**src/rtl/myo_spi_responder.sv**
```systemverilog
// SPI mode-0 slave for the 12-word myo control frame: receives command words 0..3,
// returns a coherent snapshot of the status inputs in words 5..11.
module myo_spi_responder #(
  parameter logic [15:0] SOF_WORD       = 16'h8000,
  parameter int unsigned TIMEOUT_CYCLES = 5_000_000
) (
  input  logic        clock,
  input  logic        reset_n,
  input  logic        sck,
  input  logic        mosi,
  input  logic        ss_n,
  output logic        miso,
  output logic        miso_oe,
  input  logic [31:0] actual_position,
  input  logic [15:0] actual_velocity,
  input  logic [15:0] actual_current,
  input  logic [15:0] spring_displacement,
  input  logic [15:0] sensor1,
  input  logic [15:0] sensor2,
  output logic [15:0] pwm_ref,
  output logic [15:0] control_flags1,
  output logic [15:0] control_flags2,
  output logic        frame_valid,
  output logic        frame_error,
  output logic        comm_timeout
);

  localparam int unsigned WORD_W = 16;
  localparam int unsigned SNAP_W = 112;
  localparam int unsigned CNT_W  = $clog2(TIMEOUT_CYCLES + 1);
  localparam logic [CNT_W-1:0] TMO_MAX = CNT_W'(TIMEOUT_CYCLES);
  localparam logic [3:0] FRAME_WORDS = 4'd12;
  localparam logic [3:0] WORD_SAT    = 4'd13;

  typedef enum logic [1:0] {IDLE, SHIFT, COMMIT} state_t;

  state_t              state;
  logic [1:0]          sck_sync, mosi_sync, ss_sync;
  logic                sck_q, ss_q;
  logic [SNAP_W-1:0]   snap;
  logic [WORD_W-1:0]   rx_sr, tx_sr;
  logic [WORD_W-1:0]   shadow [4];
  logic [3:0]          bit_cnt, word_cnt;
  logic [CNT_W-1:0]    tmo_cnt;

  logic                sck_rise_c, sck_fall_c, ss_fall_c, ss_rise_c;
  logic [WORD_W-1:0]   rx_word_c;
  logic [3:0]          word_next_c;
  logic                commit_good_c;

  assign sck_rise_c    = sck_sync[1] & ~sck_q;
  assign sck_fall_c    = ~sck_sync[1] & sck_q;
  assign ss_fall_c     = ~ss_sync[1] & ss_q;
  assign ss_rise_c     = ss_sync[1] & ~ss_q;
  assign rx_word_c     = {rx_sr[WORD_W-2:0], mosi_sync[1]};
  assign word_next_c   = (word_cnt == WORD_SAT) ? WORD_SAT : word_cnt + 4'd1;
  assign commit_good_c = (state == COMMIT) && (word_cnt == FRAME_WORDS) &&
                         (bit_cnt == 4'd0) && (shadow[0] == SOF_WORD);
  assign miso          = tx_sr[WORD_W-1];

  // Status word for a given frame slot; slots outside 5..11 transmit zero.
  function automatic logic [WORD_W-1:0] tx_word(input logic [3:0] idx,
                                                input logic [SNAP_W-1:0] s);
    case (idx)
      4'd5:    tx_word = s[111:96];
      4'd6:    tx_word = s[95:80];
      4'd7:    tx_word = s[79:64];
      4'd8:    tx_word = s[63:48];
      4'd9:    tx_word = s[47:32];
      4'd10:   tx_word = s[31:16];
      4'd11:   tx_word = s[15:0];
      default: tx_word = '0;
    endcase
  endfunction

  // Two-flop synchronisers plus previous-value registers for edge detection.
  always_ff @(posedge clock or negedge reset_n) begin
    if (!reset_n) begin
      sck_sync  <= 2'b00;
      mosi_sync <= 2'b00;
      ss_sync   <= 2'b11;
      sck_q     <= 1'b0;
      ss_q      <= 1'b1;
    end else begin
      sck_sync  <= {sck_sync[0], sck};
      mosi_sync <= {mosi_sync[0], mosi};
      ss_sync   <= {ss_sync[0], ss_n};
      sck_q     <= sck_sync[1];
      ss_q      <= ss_sync[1];
    end
  end

  // Frame FSM: shifting, word capture, commit/reject.
  always_ff @(posedge clock or negedge reset_n) begin
    if (!reset_n) begin
      state          <= IDLE;
      snap           <= '0;
      rx_sr          <= '0;
      tx_sr          <= '0;
      bit_cnt        <= '0;
      word_cnt       <= '0;
      for (int i = 0; i < 4; i++) shadow[i] <= '0;
      miso_oe        <= 1'b0;
      pwm_ref        <= '0;
      control_flags1 <= '0;
      control_flags2 <= '0;
      frame_valid    <= 1'b0;
      frame_error    <= 1'b0;
    end else begin
      frame_valid <= 1'b0;
      frame_error <= 1'b0;
      case (state)
        IDLE: begin
          if (ss_fall_c) begin
            state    <= SHIFT;
            snap     <= {actual_position, actual_velocity, actual_current,
                         spring_displacement, sensor1, sensor2};
            bit_cnt  <= '0;
            word_cnt <= '0;
            tx_sr    <= '0;
            miso_oe  <= 1'b1;
          end
        end
        SHIFT: begin
          if (ss_rise_c) begin
            state   <= COMMIT;
            miso_oe <= 1'b0;
          end else if (sck_rise_c) begin
            rx_sr   <= rx_word_c;
            bit_cnt <= bit_cnt + 4'd1;
            if (bit_cnt == 4'd15) begin
              if (word_cnt < 4'd4) shadow[word_cnt[1:0]] <= rx_word_c;
              word_cnt <= word_next_c;
              tx_sr    <= tx_word(word_next_c, snap);
            end
          end else if (sck_fall_c && bit_cnt != 4'd0) begin
            // First bit of each word is already on miso from the load.
            tx_sr <= {tx_sr[WORD_W-2:0], 1'b0};
          end
        end
        COMMIT: begin
          state <= IDLE;
          if (commit_good_c) begin
            pwm_ref        <= shadow[1] & 16'h7fff;
            control_flags1 <= shadow[2];
            control_flags2 <= shadow[3];
            frame_valid    <= 1'b1;
          end else begin
            frame_error    <= 1'b1;
          end
        end
        default: state <= IDLE;
      endcase
    end
  end

  // Link watchdog; a good commit in the same cycle takes precedence.
  always_ff @(posedge clock or negedge reset_n) begin
    if (!reset_n) begin
      tmo_cnt      <= '0;
      comm_timeout <= 1'b0;
    end else if (commit_good_c) begin
      tmo_cnt      <= '0;
      comm_timeout <= 1'b0;
    end else if (tmo_cnt != TMO_MAX) begin
      tmo_cnt      <= tmo_cnt + CNT_W'(1);
      comm_timeout <= ((tmo_cnt + CNT_W'(1)) == TMO_MAX);
    end else begin
      comm_timeout <= 1'b1;
    end
  end

endmodule

```
**config.mk**
```make
export PLATFORM = sky130hd
export DESIGN_NAME = myo_spi_responder
export DESIGN_NICKNAME = d
export VERILOG_FILES = /design/src/rtl/myo_spi_responder.sv
export SDC_FILE = /design/constraint.sdc
export NUM_CORES = 1
export LEC_CHECK = 0
export ABC_AREA = 1
export BUFFER_PORTS_ARGS = -buffer_cell sky130_fd_sc_hd__buf_2
export CELL_PAD_IN_SITES_DETAIL_PLACEMENT = 1
export CELL_PAD_IN_SITES_GLOBAL_PLACEMENT = 1
export CORE_MARGIN = 5
export CORE_UTILIZATION = 39
export DETAILED_ROUTE_END_ITERATION = 10
export GPL_TIMING_DRIVEN = 0
export PLACE_DENSITY_LB_ADDON = 0.1
export SKIP_LAST_GASP = 1
export SLEW_MARGIN = 20
export SYNTH_ARGS = -nofsm -noshare
export SYNTH_HDL_FRONTEND = slang
export SYNTH_SLANG_ARGS = --single-unit
```
**constraint.sdc**
```tcl
create_clock -name clock -period 1.7 [get_ports clock]
set_input_delay 0.255 -clock clock [delete_from_list [all_inputs] [get_ports clock]]
set_output_delay 0.255 -clock clock [all_outputs]
set_load 0.02 [all_outputs]
```
Word level (Yosys, flattened, before mapping) --
Cells that the tools add are included.
Word-level totals: flip-flop bits (word level) 299, input bits 117, output and inout bits 53, logic and storage cells 113
Cells by class: $add $sub $neg 3, magnitude comparators 3, equality and inequality tests 22, mux-type cells 33, bitwise logic cells 10, reduce and logical (&&, ||, !) cells 19
Operator list (count):
- $pmux W16 S7 | 1
- $mux W16 | 6
- $bwmux W64 | 1
- $mux W23 | 2
- $demux W16 S2 | 1
- $pmux W16 S2 | 1
- $eq A4 B4 Y1 const B | 7
- $mux W4 | 7
- $add A23 B1 Y23 const B | 1
- $eq A23 B23 Y1 const B | 1
- $ne A23 B23 Y1 const B | 1
- $eq A16 B16 Y1 const B | 1
- $pmux W4 S2 | 2
- $reduce_and A5 Y1 | 3
- $eq A4 B3 Y1 const B | 3
- $ne A2 B2 Y1 const B | 5
- $add A4 B1 Y4 const B | 2
- $mux W1 | 8
- $ne A3 B3 Y1 const B | 2
- $reduce_and A2 Y1 | 3
- $reduce_and A3 Y1 | 2
- $logic_and A1 B1 Y1 | 5
- $not A1 Y1 | 5
- $and A1 B1 Y1 | 4
- other kinds (14) | 16

Logic depth before layout (Yosys ltp) --
depth after elaboration 8, mapped depth 13, gate-level depth less buffers 12

Worst setup path before layout --
OpenSTA, ideal clock, no wires.
kind flip-flop to flip-flop, from reg bit_cnt[0], to reg shadow[17] in the netlist's numbering, setup time 0.132 ns, arrival 1.458 ns, data required time 1.568 ns, path slack 0.110 ns, cell stages (with the launch flop) 10, path buffers 1, path through dfrtp_1 -> ha_1 -> nand2_1 -> nor2_1 -> inv_1 -> nor3_2 -> nand3_1 -> clkbuf_1 -> nand2_1 -> o21ai_0
Between the ends: cells in the longest elaborated chain, start to end 2
Ends and longest elaborated chain:
- start, declared | line 43 | logic [3:0] bit_cnt, word_cnt;
- start signal, assigned | line 130 | bit_cnt <= bit_cnt + 4'd1;
- $eq A4 B4 Y1 | line 131 | if (bit_cnt == 4'd15) begin
- $reduce_and A5 Y1 (no line)
- end signal, assigned by index | line 132 | if (word_cnt < 4'd4) shadow[word_cnt[1:0]] <= rx_word_c;
- end, declared | line 42 | logic [WORD_W-1:0] shadow [4];
Every way passes these cells. A chain may end at the register's enable or synchronous reset.

Worst setup path in the final report --
from reg bit_cnt[1], to reg shadow[13] in the netlist's numbering
Same word-level chain as after synthesis.

==> reports/results.ini <==
[drt]
ant_nets = 0
wl_um = 45700
vias_per_cell = 4.96
vias = 11846
drtIter0Drc = 620
drt_first_pass_iters = 5
wl_per_cell_um = 19.1
drc = 0

[grt]
track_usage_pct = 24.0
grt-ovfl-total = 0
grt_pass1_vias = 12737
antenna_found_initial = 1
grt_max_degree = 75
grt_pass1_wl_um = 69600

[timing]
rsz0062_at_grt = true
whs_ns = -0.360
hold_violations = 54
fin_tns_setup_ns = -14.59
finalSetupViolCount = 146
setup_ws_ns = -0.209
worst-slew-pin-transition_ns = 0.532
fmax_mhz = 524
skew_ns = 0.0167
slew_headroom_pct = 64.5
fin_crit_ns = 1.91
period_share_pct = 112
slew_viol_final = 0

[clock_tree]
cts_num_sinks = 298
clk_latency_ns = 0.52
cts_made_buffers = 35
cts_root_buf = clkbuf_16
cts_tree = built
htree_levels = 2
clk_path_buf_depth = 3
clk_pin_slew_ns = 0.06
ctsHoldBuffers = 115

[logic_synthesis]
synth_most_common_cell = nand2_1
yosysSeqAreaShare_pct = 58.7
ys_types = 37
synthFlopType = dfrtp_1
ys_top_cells_by_area = dfrtp_1 (58%), nand2_1 (21%), o21ai_0 (4.5%)
synthCells = 1510
syn-num-nets = 1631
synth-seq-cells = 298
synth-edff-count = 0
synth_top_cell_area_share_pct = 58.1
synth.avg_cell_area_um2 = 8.41
async_flop_share_pct = 100
synth_top_area_cell = dfrtp_1
synth_area_mm2 = 0.0127
synth_common_cells = nand2_1 (714), dfrtp_1 (295), o21ai_0 (113), inv_1 (83), nor2_1 (66)
yosysWarnings = 0

[power_and_ir_drop]
finalPower_mw = 19.3
irDropWorstVdd_mv = 0.644
comb_power_share_pct = 14.8
power.internal_mw = 13.8
p_leak_nw = 9.44
p_sw_mw = 5.55
seqPwrFrac_pct = 45.9
p_clk_share_pct = 39.3
power_per_cell_area_mw_per_mm2 = 1040
switching_share_pct = 28.7

[setup_path]
cp.depth = 10
r2r-end = shadow[13]
crit_buf_inv = 3
worstPathMaxFanout = 8
path_delay_family = simple AND/OR/NAND/NOR gates
crit_start = bit_cnt[1]
cp-start-kind = flop
worstSetupPathType = flop to flop
cp-end-kind = flop
worst_path_max_delay_cell = dfrtp_1
path_cells = ha_4 > nand2_4 > nor2_4 > inv_2 > nor3_4 > buf_6 > nand4_4 > buf_8 > nand2_2 > o21ai_1
max_stage_delay_ns = 0.43
r2r_setup_slack_ns = -0.21
endpoint = shadow[13]
reg2reg_from = bit_cnt[1]
worstRegToRegCells = 10
critPathRequiredTime_ns = 2.09
cp.arrival_ns = 2.30

[die]
die_w_um = 190
start_util_pct = 39.2
die_h_um = 190
rows = 66
die_area_mm2 = 0.0363
core-area_mm2 = 0.0324
pin_count = 170

[placed_design]
portBuffers = 168
place_ws_ns = -0.523
routabilityCongestion = 0.814
dp_hpwl_um = 27400

[final_layout]
syn_to_final_growth_pct = 46.7
fin_nets = 2043
final_util_pct = 57.6
drive_gt1_share_pct = 30.4
fillerInstances = 3727

[run_status]
status = complete, but fails checks
violations = negative hold slack, negative setup slack

[hold_path]
min_path_type = input pin to async pin

[run]
cap_violations = 0

[flip-flops by register name, indices dropped and copies added, names as in the netlist]
| signal | count |
|---|---|
| comm_timeout | 1 |
| bit_cnt | 4 |
| miso_oe | 1 |
| control_flags1 | 16 |
| tx_sr | 16 |
| shadow | 63 |
| ss_q | 1 |
| snap | 112 |
| sck_q | 1 |
| ss_sync | 2 |
| state | 2 |
| pwm_ref | 15 |
| sck_sync | 2 |
| tmo_cnt | 23 |
| frame_valid | 1 |
| word_cnt | 4 |
| rx_sr | 15 |
| mosi_sync | 2 |
| control_flags2 | 16 |
| frame_error | 1 |
[area by class of cell]
type	count	area [um2]	area share [%]
Multi-Input combinational cell	1054	5410	29.0
Tap cell	442	553	2.97
Buffer	64	672	3.61
Clock buffer	45	973	5.22
Timing Repair Buffer	377	3010	16.1
Antenna cell	1	2.50	0.0134
Clock inverter	16	176	0.947
Sequential cell	298	7470	40.1
Inverter	92	372	1.99
[worst reg2reg max path: stages, from the launching register on]
cell and delay (ns):
dfrtp_1 0.43, ha_4 0.18, nand2_4 0.06, nor2_4 0.12, inv_2 0.07, nor3_4 0.17
buf_6 0.17, nand4_4 0.23, buf_8 0.24, nand2_2 0.06, o21ai_1 0.08
[placed cells by master, fill, tap and decap left out, types with 11 or more instances in the layout]
cell and instances:
nor2_2 11, buf_2 171, nand2_2 57, dlygate4sd3_1 115
buf_8 27, o21ai_0 43, nor2_1 56, nand2_4 24
inv_1 70, o21ai_2 29, buf_6 28, inv_2 15
o21ai_1 45, nand3_1 15, nand4_1 30, buf_4 72
a22oi_2 12, a21oi_1 12, clkbuf_16 40, nand2_1 637
dfrtp_1 290
[per-stage QoR]
step / cells / area [um2] / hold slack (ns)
after floorplan: 1510 / 12700 / -0.0406
after global placement: 2120 / 14100 / 0.336
after detailed placement: 2124 / 14200 / 0.198
after CTS: 2353 / 17600 / -0.350
after global routing: 2389 / 18600 / -0.336
final: 2389 / 18600 / -0.360
[power groups by stage]
stage	Combinational, mW	Sequential, mW	Clock [mW]
6_report	2.87	8.88	7.59
5_1_grt	3.19	8.97	8.06
4_1_cts	2.44	8.75	7.70
3_5_place_dp	2.06	8.80	0
3_3_place_gp	1.98	8.77	0
2_1_floorplan	1.24	8.64	0
[metal layers]
metal | GRT usage (%) | part of all wire [%] | routed length (um) | up-vias
met5 | 0 | 0 | 0 | -
met4 | 7.68 | 3.6 | 1630 | 0
met3 | 3.42 | 3.9 | 1810 | 91
met2 | 43.0 | 52 | 23800 | 277
met1 | 30.1 | 40 | 18500 | 5896
li1 | - | - | - | 5582
[kinds of logic after synthesis]
logic type	count (synthesis)	share of synthesized area, %
simple gates	863	27.3
flops	298	58.7
compound gates	176	7.42
buf+inv	158	5.40
xor+xnor	10	0.690
fa+ha+maj	4	0.394
other cells	1	0.0295
[how the worst min path moves through the flow]
stage                            from  slack, ns            endpoint
after floorplan               reset_n      -0.04          bit_cnt[0]
after global placement    sck_sync[0]       0.34         sck_sync[1]
after detailed placement      reset_n       0.20  control_flags2[11]
after CTS                     reset_n      -0.35  control_flags2[11]
after global routing          reset_n      -0.34  control_flags2[11]
final                         reset_n      -0.36  control_flags2[11]
[timing repair]
action,in CTS,in global routing
endpoints found under the setup margin,279,277
setup buffers,46,29
endpoints found under the hold margin,169,54
gates cloned,8,7
resized for setup,240,245
pin swaps,46,55
(Power assumes the default switching activity.)
